==> src/rtl/dmem_arbiter.sv <==
// dmem_arbiter: shares one single-port data RAM between requester A (CPU MEM
// stage) and requester B (DMA/debug). Each access takes IDLE -> ACCESS -> DONE.
// Optional feature macro: DMEM_ARB_RR_EN (round-robin arbitration); when it is
// undefined, A has fixed priority over B.
module dmem_arbiter #(
  parameter int unsigned ADDR_W = 11,
  parameter int unsigned DATA_W = 32
) (
  input  logic              clk,
  input  logic              rst,
  input  logic              a_req,
  input  logic              a_we,
  input  logic [ADDR_W-1:0] a_addr,
  input  logic [DATA_W-1:0] a_wdata,
  output logic              a_ack,
  output logic              a_err,
  output logic [DATA_W-1:0] a_rdata,
  input  logic              b_req,
  input  logic              b_we,
  input  logic [ADDR_W-1:0] b_addr,
  input  logic [DATA_W-1:0] b_wdata,
  output logic              b_ack,
  output logic              b_err,
  output logic [DATA_W-1:0] b_rdata,
  output logic              mem_ce,
  output logic              mem_we,
  output logic [ADDR_W-1:0] mem_addr,
  output logic [DATA_W-1:0] mem_wdata,
  input  logic [DATA_W-1:0] mem_rdata,
  output logic              busy
);

  typedef enum logic [1:0] {IDLE, ACCESS, DONE} state_t;

  state_t              state_q, state_d;
  logic                win_b_q, win_b_d;
  logic                grant_b;
  logic                sel_we;
  logic [ADDR_W-1:0]   sel_addr;
  logic [DATA_W-1:0]   sel_wdata;
  logic                misaligned;
  logic                mem_ce_d, mem_we_d, busy_d;
  logic [ADDR_W-1:0]   mem_addr_d;
  logic [DATA_W-1:0]   mem_wdata_d;
  logic                a_ack_d, a_err_d, b_ack_d, b_err_d;
  logic [DATA_W-1:0]   a_rdata_d, b_rdata_d;
`ifdef DMEM_ARB_RR_EN
  logic                last_grant_b_q, last_grant_b_d;
`endif

  // Arbitration: pick the port to serve if a grant happens this cycle
`ifdef DMEM_ARB_RR_EN
  assign grant_b = b_req & (~a_req | ~last_grant_b_q);
`else
  assign grant_b = b_req & ~a_req;
`endif
  assign sel_we     = grant_b ? b_we    : a_we;
  assign sel_addr   = grant_b ? b_addr  : a_addr;
  assign sel_wdata  = grant_b ? b_wdata : a_wdata;
  assign misaligned = (sel_addr[1:0] != 2'b00);

  // Next state and next values of all registered outputs
  always_comb begin
    state_d     = state_q;
    win_b_d     = win_b_q;
    mem_ce_d    = 1'b0;
    mem_we_d    = 1'b0;
    mem_addr_d  = mem_addr;
    mem_wdata_d = mem_wdata;
    busy_d      = 1'b0;
    a_ack_d     = 1'b0;
    a_err_d     = 1'b0;
    b_ack_d     = 1'b0;
    b_err_d     = 1'b0;
    a_rdata_d   = a_rdata;
    b_rdata_d   = b_rdata;
`ifdef DMEM_ARB_RR_EN
    last_grant_b_d = last_grant_b_q;
`endif
    case (state_q)
      IDLE: begin
        if (a_req || b_req) begin
          win_b_d = grant_b;
          busy_d  = 1'b1;
          if (misaligned) begin
            // No RAM cycle: report the error straight away
            state_d = DONE;
            a_ack_d = ~grant_b;
            a_err_d = ~grant_b;
            b_ack_d = grant_b;
            b_err_d = grant_b;
          end else begin
            state_d     = ACCESS;
            mem_ce_d    = 1'b1;
            mem_we_d    = sel_we;
            mem_addr_d  = sel_addr;
            mem_wdata_d = sel_wdata;
          end
        end
      end
      ACCESS: begin
        state_d = DONE;
        busy_d  = 1'b1;
        a_ack_d = ~win_b_q;
        b_ack_d = win_b_q;
        if (!mem_we) begin
          if (win_b_q) b_rdata_d = mem_rdata;
          else         a_rdata_d = mem_rdata;
        end
      end
      DONE: begin
        state_d = IDLE;
`ifdef DMEM_ARB_RR_EN
        last_grant_b_d = win_b_q;
`endif
      end
      default: state_d = IDLE;
    endcase
  end

  // State and output registers
  always_ff @(posedge clk or posedge rst) begin
    if (rst) begin
      state_q   <= IDLE;
      win_b_q   <= 1'b0;
      mem_ce    <= 1'b0;
      mem_we    <= 1'b0;
      mem_addr  <= '0;
      mem_wdata <= '0;
      busy      <= 1'b0;
      a_ack     <= 1'b0;
      a_err     <= 1'b0;
      b_ack     <= 1'b0;
      b_err     <= 1'b0;
      a_rdata   <= '0;
      b_rdata   <= '0;
`ifdef DMEM_ARB_RR_EN
      last_grant_b_q <= 1'b1;
`endif
    end else begin
      state_q   <= state_d;
      win_b_q   <= win_b_d;
      mem_ce    <= mem_ce_d;
      mem_we    <= mem_we_d;
      mem_addr  <= mem_addr_d;
      mem_wdata <= mem_wdata_d;
      busy      <= busy_d;
      a_ack     <= a_ack_d;
      a_err     <= a_err_d;
      b_ack     <= b_ack_d;
      b_err     <= b_err_d;
      a_rdata   <= a_rdata_d;
      b_rdata   <= b_rdata_d;
`ifdef DMEM_ARB_RR_EN
      last_grant_b_q <= last_grant_b_d;
`endif
    end
  end

endmodule

==> config.mk <==
export PLATFORM = sky130hd
export DESIGN_NAME = dmem_arbiter
export DESIGN_NICKNAME = d
export VERILOG_FILES = /design/src/rtl/dmem_arbiter.sv
export SDC_FILE = /design/constraint.sdc
export NUM_CORES = 1
export LEC_CHECK = 0
export CORE_UTILIZATION = 42
export CTS_BUF_LIST = sky130_fd_sc_hd__clkbuf_4
export DETAILED_ROUTE_END_ITERATION = 6
export GPL_TIMING_DRIVEN = 1
export PLACE_DENSITY_LB_ADDON = 0.08
export SLEW_MARGIN = 25
export SYNTH_ARGS = -nofsm -noshare
export SYNTH_HDL_FRONTEND = slang
export SYNTH_SLANG_ARGS = --single-unit
==> constraint.sdc <==
create_clock -name clk -period 5.3 [get_ports clk]
set_input_delay 1.325 -clock clk [delete_from_list [all_inputs] [get_ports clk]]
set_output_delay 1.325 -clock clk [all_outputs]
set_load 0.02 [all_outputs]
Yosys cells after proc, flatten, opt, wreduce, memory -nomap -nowiden
Index checks and enable logic that the tools add are counted.
W data, S select, Z words.
{ "totals": {"regBits": 117, "input_bits": 124, "out_inout_bits": 114, "elab_cells": 50} }
{ "op_classes": {"n_eq_ne": 2, "mux": 22, "bitwise_logic": 6, "reduce_logical": 7} }
{ "ops": {"columns": ["operator", "n"], "rows": [
  ["$mux W32", 1],
  ["$mux W1", 14],
  ["$mux W11", 1],
  ["$reduce_and A3 Y1", 3],
  ["$pmux W1 S2", 3],
  ["$not A1 Y1", 5],
  ["$mux W2", 2],
  ["$pmux W2 S2", 1],
  ["$eq A2 B1 Y1 const B", 1],
  ["$logic_not A2 Y1", 1],
  ["$ne A2 B2 Y1 const B", 1],
  ["$reduce_and A2 Y1", 1],
  ["$reduce_bool A2 Y1", 1],
  ["$and A1 B1 Y1", 1],
  ["$logic_or A1 B1 Y1", 1]
]} }

Depth between registers and ports, before layout
Gate-level depths: netlist (run 1).
{ "logic_depth": {"depth_word": 7, "mapped_depth": 6, "ltp_nobuf": 4} }

Worst setup path before layout (run 1)
OpenSTA, ideal clock, no wires.
{ "synth_timing": {"path_type": "input to register", "startpoint": "input port a_req", "endpoint": "register mem_addr[10]", "setup_ns": 0.125, "arrival_ns": 2.843, "slack_ns": 2.333, "cell_stages": 6, "n_path_buf": 2, "cell_sequence": "nand2b_1 -> buf_4 -> mux2i_1 -> nor4_4 -> buf_6 -> mux2_2"} }
{ "synth_via": {"elab_chain_len": 6} }
{ "synth_lines": {"columns": ["item", "line", "source"], "rows": [
  ["start: declaration", "11", "input logic a_req,"],
  ["$not A1 Y1", "55", "assign grant_b = b_req & ~a_req;"],
  ["$and A1 B1 Y1", "55", null],
  ["$mux W11", "58", "assign sel_addr = grant_b ? b_addr : a_addr;"],
  ["$reduce_bool A2 Y1", "60", "assign misaligned = (sel_addr[1:0] != 2'b00);"],
  ["$not A1 Y1 (no line)", null, null],
  ["$reduce_and A3 Y1 (no line)", null, null],
  ["end signal: assignment", "145", "mem_addr <= mem_addr_d;"],
  ["end: declaration", "27", "output logic [ADDR_W-1:0] mem_addr,"]
]} }
Several ways; a longest one is shown, not always the timed one.
A chain may end at the register's enable or synchronous reset.

Final worst setup path (run 1)
{ "layout_timing": {"startpoint": "input port a_req", "endpoint": "register mem_wdata[8]"} }
{ "layout_via": {"elab_chain_len": 6} }
{ "layout_lines": {"columns": ["item", "line", "source"], "rows": [
  ["$not A1 Y1", "55", null],
  ["$and A1 B1 Y1", "55", null],
  ["$mux W11", "58", null],
  ["$reduce_bool A2 Y1", "60", null],
  ["$not A1 Y1 (no line)", null, null],
  ["$reduce_and A3 Y1 (no line)", null, null],
  ["end signal: assignment", "146", "mem_wdata <= mem_wdata_d;"],
  ["end: declaration", "28", "output logic [DATA_W-1:0] mem_wdata,"]
]} }
Several ways; a longest one is shown, not always the timed one.

==> results.json, run 1 <==
{
  "tns_ns": 0,
  "timing.final.max_slew_violations": 0,
  "row_count": 38,
  "final_cell_mix": "237 x clkdlybuf4s50_1, 141 x mux2_2, 117 x dfrtp_1",
  "status": "complete, no violations",
  "fin_worst_skew_ns": 0.01125,
  "wl_per_cell_um": 17.13,
  "ant_nets": 0,
  "grt_max_degree": 118,
  "cts_sinks": 117,
  "synth_cell_types": 20,
  "ys_seq_area_share_pct": 60.22,
  "io_buffers": 237,
  "synth_top_cell_by_area": "dfrtp_1",
  "placed_cells": 674,
  "cts_tree": "yes",
  "crit_end": "mem_wdata[8]$_DFFE_PP0P_",
  "hold_path.class": "flop to flop",
  "syn_area_mm2": 0.004862,
  "max_slew.worst_pin.slew_ns": 0.6406,
  "power_uw": 3921,
  "diodes": 0,
  "ys_ff_latch": 117,
  "drt_pre_antenna_iters": 6,
  "holdBufCountCts": 0,
  "critPathMaxStageDelay_ns": 0.51,
  "vias": 3447,
  "hold_viol": 0,
  "track_usage_pct": 20.80,
  "syn_nets": 433,
  "wl_met2_um": 6119,
  "layout-drive-gt1-share_pct": 31.45,
  "worst-setup-path-type": "input port to flop",
  "syn_avg_cell_area_um2": 15.74,
  "finalSetupViolCount": 0,
  "dr.first_iter.drc_count": 105,
  "cpMaxStageDelayCell": "buf_4",
  "dr.max_layer_used": "met4",
  "maxCapViolations": 0,
  "r2r-end": "a_rdata[17]$_DFFE_PP0P_",
  "relSlewSlack_pct": 57.29,
  "vias_per_cell": 4.882,
  "yosysTopAreaCellShare_pct": 60.22,
  "layout_commonest_cell": "clkdlybuf4s50_1",
  "routed-wl-met3_um": 1367,
  "cp-end-kind": "flop",
  "timing.rr.start": "state_q[0]$_DFFE_PP0P_",
  "rsz0062_at_grt": "no",
  "core_region_area_mm2": 0.01108,
  "reg2reg_depth": 4,
  "critPathLaunchType": "input port",
  "critPathRequiredTime_ns": 5.68,
  "crit_buf_inv": 2,
  "startpoint": "a_req",
  "place_congestion": 0.7942,
  "ys_top_cells_by_area": "dfrtp_1 60%, mux2_2 33%, mux2_1 1.2%, buf_6 0.93%, buf_2 0.72%",
  "grt_overflow_total": 0,
  "critPathMaxFanout": 45,
  "final.min_clock_period_ns": 3.070,
  "final_area_mm2": 0.007650,
  "area_growth_pct": 57.33,
  "powerDensity_mw_per_mm2": 512.6,
  "fill_cells": 849,
  "fin_util_pct": 69.05,
  "clk_latency_ns": 0.50,
  "dieArea_mm2": 0.01201,
  "postCtsSetupBuffers": 0,
  "cts_resized": 0,
  "post_dp_cell_area_mm2": 0.007373,
  "finalCritPeriodShare_pct": 57.92,
  "numCtsBuffers": 17,
  "clk_pin_slew_ns": 0.09,
  "worstPathCellList": "clkdlybuf4s50_1 > nand2b_2 > mux2i_1 > nor4_4 > buf_4 > mux2_2",
  "drt-total-wl_um": 12100,
  "multi_input_area_mm2": 0.001838,
  "die_y_um": 109.6,
  "fin_cells": 706,
  "antenna_found_initial": 0,
  "max-vdd-ir-drop_mv": 0.3109,
  "wl_met1_um": 4458,
  "cts_max_path_buffers": 2,
  "drc": 0,
  "start_util_pct": 43.89,
  "nets": 677,
  "ctsRootBufferMaster": "clkbuf_4",
  "cp_top_family": "buffers and inverters",
  "leakage_uw": 0.003177,
  "max_freq_mhz": 325.8,
  "synth_warnings": 0,
  "dieWidth_um": 109.6,
  "worst-path-stages": 6,
  "io_pins": 238,
  "grt_first_pass_wirelength_um": 18310,
  "hpwl_um": 8918,
  "ff_latch_area_mm2": 0.002928,
  "grt_pass1_vias": 3699,
  "reg2reg_slack_ns": 3.33,
  "cp.arrival_ns": 3.45,
  "synthCells": 309,
  "h-tree-depth": 4
}
-- how the worst min path moves through the flow --
stage                              startpoint                         to  slack (ns)  depth (start not counted)
detailed placement   mem_wdata[3]$_DFFE_PP0P_   mem_wdata[3]$_DFFE_PP0P_        0.47                          1
global placement    mem_wdata[13]$_DFFE_PP0P_  mem_wdata[13]$_DFFE_PP0P_        0.47                          1
CTS                  mem_wdata[3]$_DFFE_PP0P_   mem_wdata[3]$_DFFE_PP0P_        0.50                          1
finish               mem_wdata[5]$_DFFE_PP0P_   mem_wdata[5]$_DFFE_PP0P_        0.49                          1
floorplan                 win_b_q$_DFFE_PP0P_            b_ack$_DFF_PP0_        0.54                          2
global route         mem_wdata[9]$_DFFE_PP0P_   mem_wdata[9]$_DFFE_PP0P_        0.53                          1
-- flip-flops by register name, indices dropped and copies added, names as in the netlist --
name	cells
b_rdata	32
a_rdata	32
b_ack	1
a_ack	1
mem_we	1
busy	1
mem_addr	11
win_b_q	1
state_q	2
b_err	1
a_err	1
mem_wdata	32
mem_ce	1
-- metal layers --
layer / track usage [%] / vias up
li1: - / 1597
met1: 21.65 / 1674
met2: 36.43 / 166
met3: 10.02 / 10
met4: 7.333 / 0
met5: 0 / -
-- worst register-to-register path: stages (launching register included) --
cell and delay [ns]:
dfrtp_1 0.51, inv_1 0.21, nor4_2 0.29, buf_4 0.44, mux2_2 0.42
-- Yosys cell counts --
master,number
mux2_2,141
dfrtp_1,117
buf_2,7
a21oi_1,6
clkbuf_1,5
mux2_1,5
nor2_1,5
buf_6,4
nor2b_1,3
nor4_1,3
inv_1,2
mux2i_1,2
nand2b_1,2
and3_1,1
buf_4,1
nand3_1,1
nor3_1,1
nor4_4,1
nor4b_2,1
o21ai_0,1
-- cell type report --
type | instances | area share (%)
sequential | 117 | 38.27
timing repair buffer | 242 | 31.66
multi-input combinational | 173 | 24.03
tap | 140 | 2.290
clock inverter | 14 | 1.848
clock buffer | 18 | 1.766
inverter | 2 | 0.1308
-- logic make-up after synthesis --
logic type	share of synthesized area, %
AOI/OAI and AO/OA	0.7205
and+or+nand+nor	2.496
buffers and inverters	2.342
DFF	60.22
muxes	34.23
-- per-stage QoR --
step	hold WS (ns)	setup WS [ns]
global placement	0.4692	1.832
floorplan	0.5374	0.8742
CTS	0.4967	2.298
finish	0.4901	2.230
detailed placement	0.4737	1.725
global route	0.5257	2.169
-- report_power, final --
group | internal [uW] | switching (uW)
Clock | 320 | 310
Combinational | 1000 | 829
Sequential | 1270 | 195
Total | 2590 | 1330
(Power assumes the default switching activity.)
==> run 2: changes to the inputs <==
Settings changed: CORE_UTILIZATION 42 to 38.
Clock period 5.3 ns to 2.8 ns, I/O delays scaled along.
==> run 2 against run 1 <==
Effect of this change: first-iteration DRC count decreased by 9.5%; clock-buffer cell count is 3 higher; power up 83%; sequential share of layout area shrank 0.16 points; hold slack lost 0.021 ns; core utilization decreased by 6.4 points; clock skew is 0.00063 ns lower; largest cell class unchanged.
==> results.json, run 2 (synthesis gave the netlist of run 1 again) <==
{
  "rsz0062_at_grt": "no",
  "hold_slack_ns": 0.4691,
  "final_cell_mix": "237 x clkdlybuf4s50_1, 141 x mux2_2, 117 x dfrtp_1",
  "max-vdd-ir-drop_mv": 0.6112,
  "tns_ns": 0,
  "cts_tree": "yes",
  "die_y_um": 115.1,
  "antenna_found_initial": 0,
  "finalCritPeriodShare_pct": 80.61,
  "layout_commonest_cell": "clkdlybuf4s50_1",
  "cp-end-kind": "output pin",
  "finalSetupViolCount": 0,
  "power_uw": 7162,
  "cts_sinks": 117,
  "track_usage_pct": 19.15,
  "ant_nets": 0,
  "drc": 0,
  "cpMaxStageDelayCell": "clkdlybuf4s50_1",
  "clk_pin_slew_ns": 0.09,
  "hold_path.class": "input port to async pin",
  "grt_first_pass_wirelength_um": 19040,
  "grt_overflow_total": 0,
  "powerDensity_mw_per_mm2": 932.2,
  "grt_max_degree": 61,
  "switching_share_pct": 34.85,
  "dieArea_mm2": 0.01325,
  "clk_latency_ns": 0.48,
  "final.min_clock_period_ns": 2.257,
  "worstPathCellList": "clkdlybuf4s50_1",
  "status": "complete, no violations",
  "reg.largest.list": "a_rdata: 32 flops, b_rdata: 32 flops, mem_wdata: 32 flops",
  "worst-setup-path-type": "flop to output pin",
  "p_int_uw": 4666,
  "hold_viol": 0,
  "vias": 3500,
  "numCtsBuffers": 17,
  "h-tree-depth": 4,
  "start_util_pct": 39.65,
  "vias_per_cell": 4.749,
  "critPathMaxStageDelay_ns": 0.66,
  "critPathRequiredTime_ns": 2.10,
  "critPathLaunchType": "flop",
  "nets": 682,
  "switching_power_uw": 2496,
  "layout-drive-gt1-share_pct": 31.99,
  "diodes": 0,
  "drt-total-wl_um": 12140,
  "holdBufCountCts": 0,
  "relSlewSlack_pct": 69.18,
  "place_congestion": 0.7830,
  "crit_buf_inv": 1,
  "dr.first_iter.drc_count": 95,
  "multi_input_area_mm2": 0.001838,
  "p_comb_share_pct": 48.5,
  "dieWidth_um": 115.1,
  "postCtsSetupBuffers": 0,
  "critPathMaxFanout": 3,
  "wl_per_cell_um": 16.47,
  "row_count": 40,
  "clkPwrFrac_pct": 12.8,
  "final_area_mm2": 0.007682,
  "p_seq_share_pct": 38.7,
  "ff_latch_area_mm2": 0.002928,
  "timing.final.max_slew_violations": 0,
  "io_pins": 238,
  "grt_pass1_vias": 3873,
  "max_freq_mhz": 443.0,
  "maxCapViolations": 0,
  "leakage_uw": 0.003180,
  "io_buffers": 237,
  "core_region_area_mm2": 0.01226,
  "hpwl_um": 9164,
  "placed_cells": 707,
  "fin_worst_skew_ns": 0.01063,
  "area_growth_pct": 58.00,
  "cp_top_family": "buffers and inverters",
  "drt_pre_antenna_iters": 4,
  "reg2reg_slack_ns": 0.83,
  "ctsRootBufferMaster": "clkbuf_4",
  "cts_resized": 0,
  "fin_cells": 737,
  "post_dp_cell_area_mm2": 0.007485,
  "max_slew.worst_pin.slew_ns": 0.4623,
  "cp.arrival_ns": 1.56,
  "fill_cells": 1000,
  "cts_max_path_buffers": 2
}
## run 2: cell count changes in the layout (fill, tap and decap cells not counted)
cell       change
clkbuf_4       +3
bufinv_16      -3
clkinv_1       -1
buf_4          +2
buf_12         +3
inv_4          -1
## run 2: worst paths after layout
path	startpoint	end	cells after the start
min reg2reg	mem_wdata[13]$_DFFE_PP0P_	mem_wdata[13]$_DFFE_PP0P_	1
max reg2reg	state_q[0]$_DFFE_PP0P_	a_rdata[2]$_DFFE_PP0P_	4
min	rst	mem_addr[2]$_DFFE_PP0P_	2
min in group clk	mem_wdata[13]$_DFFE_PP0P_	mem_wdata[13]$_DFFE_PP0P_	1
max in group asynchronous	rst	a_rdata[27]$_DFFE_PP0P_	3
max	mem_we$_DFF_PP0_	mem_we	1
## run 2: metal layers
metal / track usage [%] / part of all wire, %
met3: 8.487 / 10
met5: 0 / 0
met2: 34.30 / 51
met4: 7.186 / 1.3
met1: 19.66 / 37
## run 2: area by class of cell
class,count,area share (%)
tap,168,2.736
inverter,2,0.1466
timing repair buffer,247,32.51
clock inverter,9,0.5212
clock buffer,21,2.052
multi-input combinational,173,23.93
sequential,117,38.11
## run 2: power groups by stage
stage | Combinational [uW] | Sequential [uW] | Clock [uW]
floorplan | 773 | 3650 | 0
global placement | 3470 | 2770 | 0
detailed placement | 3510 | 2820 | 0
CTS | 3520 | 2790 | 968
global route | 3650 | 2880 | 1030
finish | 3470 | 2770 | 916
## run 2: metrics by stage
stage / util (%) / setup slack (ns)
2_1_floorplan: - / 0.4577
6_report: 62.65 / 0.5429
3_3_place_gp: 61.04 / 0.1488
5_1_grt: 62.65 / 0.4286
4_1_cts: 62.65 / 0.4621
3_5_place_dp: 61.04 / 0.09026
==> RTL edit, RTL diff (config.mk and constraints of run 1) <==
`b_rdata` no longer has a reset.
--- a/src/rtl/dmem_arbiter.sv
+++ b/src/rtl/dmem_arbiter.sv
@@ -133,7 +133,6 @@
       b_ack     <= 1'b0;
       b_err     <= 1'b0;
       a_rdata   <= '0;
-      b_rdata   <= '0;
 `ifdef DMEM_ARB_RR_EN
       last_grant_b_q <= 1'b1;
 `endif
@@ -150,12 +149,15 @@
       b_ack     <= b_ack_d;
       b_err     <= b_err_d;
       a_rdata   <= a_rdata_d;
-      b_rdata   <= b_rdata_d;
 `ifdef DMEM_ARB_RR_EN
       last_grant_b_q <= last_grant_b_d;
 `endif
     end
   end
 
+  always_ff @(posedge clk) begin
+    b_rdata <= b_rdata_d;
+  end
+
 endmodule
 
Function: differs if rst is asserted again (counterexample within 4 cycles, from zero or initial values and one cycle with rst high); with rst held inactive, the same outputs for 4 cycles.
==> RTL edit against run 1 <==
Wire length is 9.4% lower; largest power group is now registers; count of clock-buffer cells in the layout is the same; area after synthesis fell by 4.6%; final area decreased by 3.2%; synthesized cell count is 11% lower; total power fell by 18%; sequential cell count stayed put; die area decreased by 4.5%; worst setup slack gained 0.0046 ns; sequential power is 9% lower.
==> RTL edit: results (changes against run 1) <==
metric	value	unit	change
class of the worst hold path	reg -> reg		
area fraction in compound gates after synthesis	0.755	%	+0.034 points
share of cells above drive strength 1	27.6	%	-3.8 points
hold_sp	mem_addr[6]		
met2 wire len	5600	um	-8.6%
ranking of synthesized cells by area	dfrtp_1 (46%), mux2_2 (26%), edfxtp_1 (21%), mux2_1 (1.2%), buf_6 (0.97%)		
gpl congestion	0.761		-4.2%
WP data arrival	3.43	ns	-0.02 ns
post-synthesis cell type count	21		+5.0%
DR iter-0 viols	96		-8.6%
Worst-Margin Slew	0.562	ns	-0.0782 ns
Clk Latency, worst-skew pair	0.48	ns	-0.02 ns
Post-CTS Setup Bufs	0		unchanged
initial antenna violation count	1		+1
met2 GRT Util	34.4	%	-2.1 points
M1 WL	4150	um	-6.8%
met3 routed WL	1060	um	-22%
final WL	11000	um	-9.4%
met3 usage	8.02	%	-2.0 points
Static Leak	2.92	nW	-8.2%
syn nets	398		-8.1%
Net count, final	645		-4.7%
Post-Route Skew	0.00980	ns	-0.00145 ns
Async SR Flop Fraction	72.6	%	-27 points
Buffers on Ports	237		unchanged
post-synthesis adder-cell area fraction	0	%	unchanged
DP HPWL	8140	um	-8.7%
status	complete, no violations		
via count	3196		-7.3%
EDFF count, synth	32		+32
Peak VDD IR	0.000206	V	-34%
DRT Pass-1 Iters	4		-2
post-synthesis mux area share	28.1	%	-6.1 points
Root Buffer	clkbuf_4		
gr usage total	20.1	%	-0.71 points
sequential fraction of the synthesis area	66.5	%	+6.3 points
vias in the first global route	3311		-10%
largest net degree at the start of global routing	62		-47%
CTS H-tree lvls	4		unchanged
commonest cells in the netlist	mux2_2 (109), dfrtp_1 (85), edfxtp_1 (32), a21oi_1 (6)		
Layout fillers	851		+0.24%
first-pass GRT wire length	17100	um	-6.7%
==> RTL edit: cell count changes after synthesis, sizes merged <==
| cell | run 1 | this run |
|---|---|---|
| mux2 | 146 | 114 |
| buf | 12 | 9 |
| edfxtp | 0 | 32 |
| dfrtp | 117 | 85 |
==> RTL edit: worst reg2reg max path: stages, from the launching register on <==
cell and delay, ns:
dfrtp_1 0.52, inv_1 0.17, nor4_2 0.28, buf_4 0.42, mux2_2 0.41
==> RTL edit: worst paths after layout <==
check | end | slack, ns
max | mem_wdata[23] | 2.23
min | mem_addr[6] | 0.50
max reg2reg | a_rdata[24] | 3.39
min reg2reg | mem_addr[6] | 0.50
max in group asynchronous | mem_wdata[25] | 3.29
min in group asynchronous | a_rdata[25] | 1.24
==> RTL edit: power breakdown <==
part | total, W | internal (W) | switching, W
combinational | 0.00130 | 0.000718 | 0.000586
clock | 0.000583 | 0.000272 | 0.000311
sequential | 0.00133 | 0.00119 | 0.000141
total | 0.00322 | 0.00218 | 0.00104
==> RTL edit: layout make-up <==
cell class,instances,share of cell area (%)
flip-flops and latches,117,41.7
repair buffers,242,32.5
multi-input cells,141,19.8
well taps,140,2.36
clock buffers,18,1.82
clock inverters,12,1.55
inverters,2,0.169
diodes,1,0.0338
==> RTL edit: metrics by stage <==
step                      power [W]  instances  cell area, um2  setup WS [ns]
after global placement      0.00263        642            7150           1.81
after floorplan             0.00195        274            4640          0.782
after detailed placement    0.00267        642            7150           1.73
after CTS                   0.00326        672            7400           2.27
after global routing        0.00338        673            7410           2.12
final                       0.00322        673            7410           2.23
==> RTL edit: cells by family (layout without fill, tap and decap cells) <==
kind of cell           after synthesis  count (layout)
and+or+nand+nor                     18              18
other                                0               1
DFF                                117             117
AOI/OAI and AO/OA                    7               7
muxes                              116             116
buffers and inverters               16             274
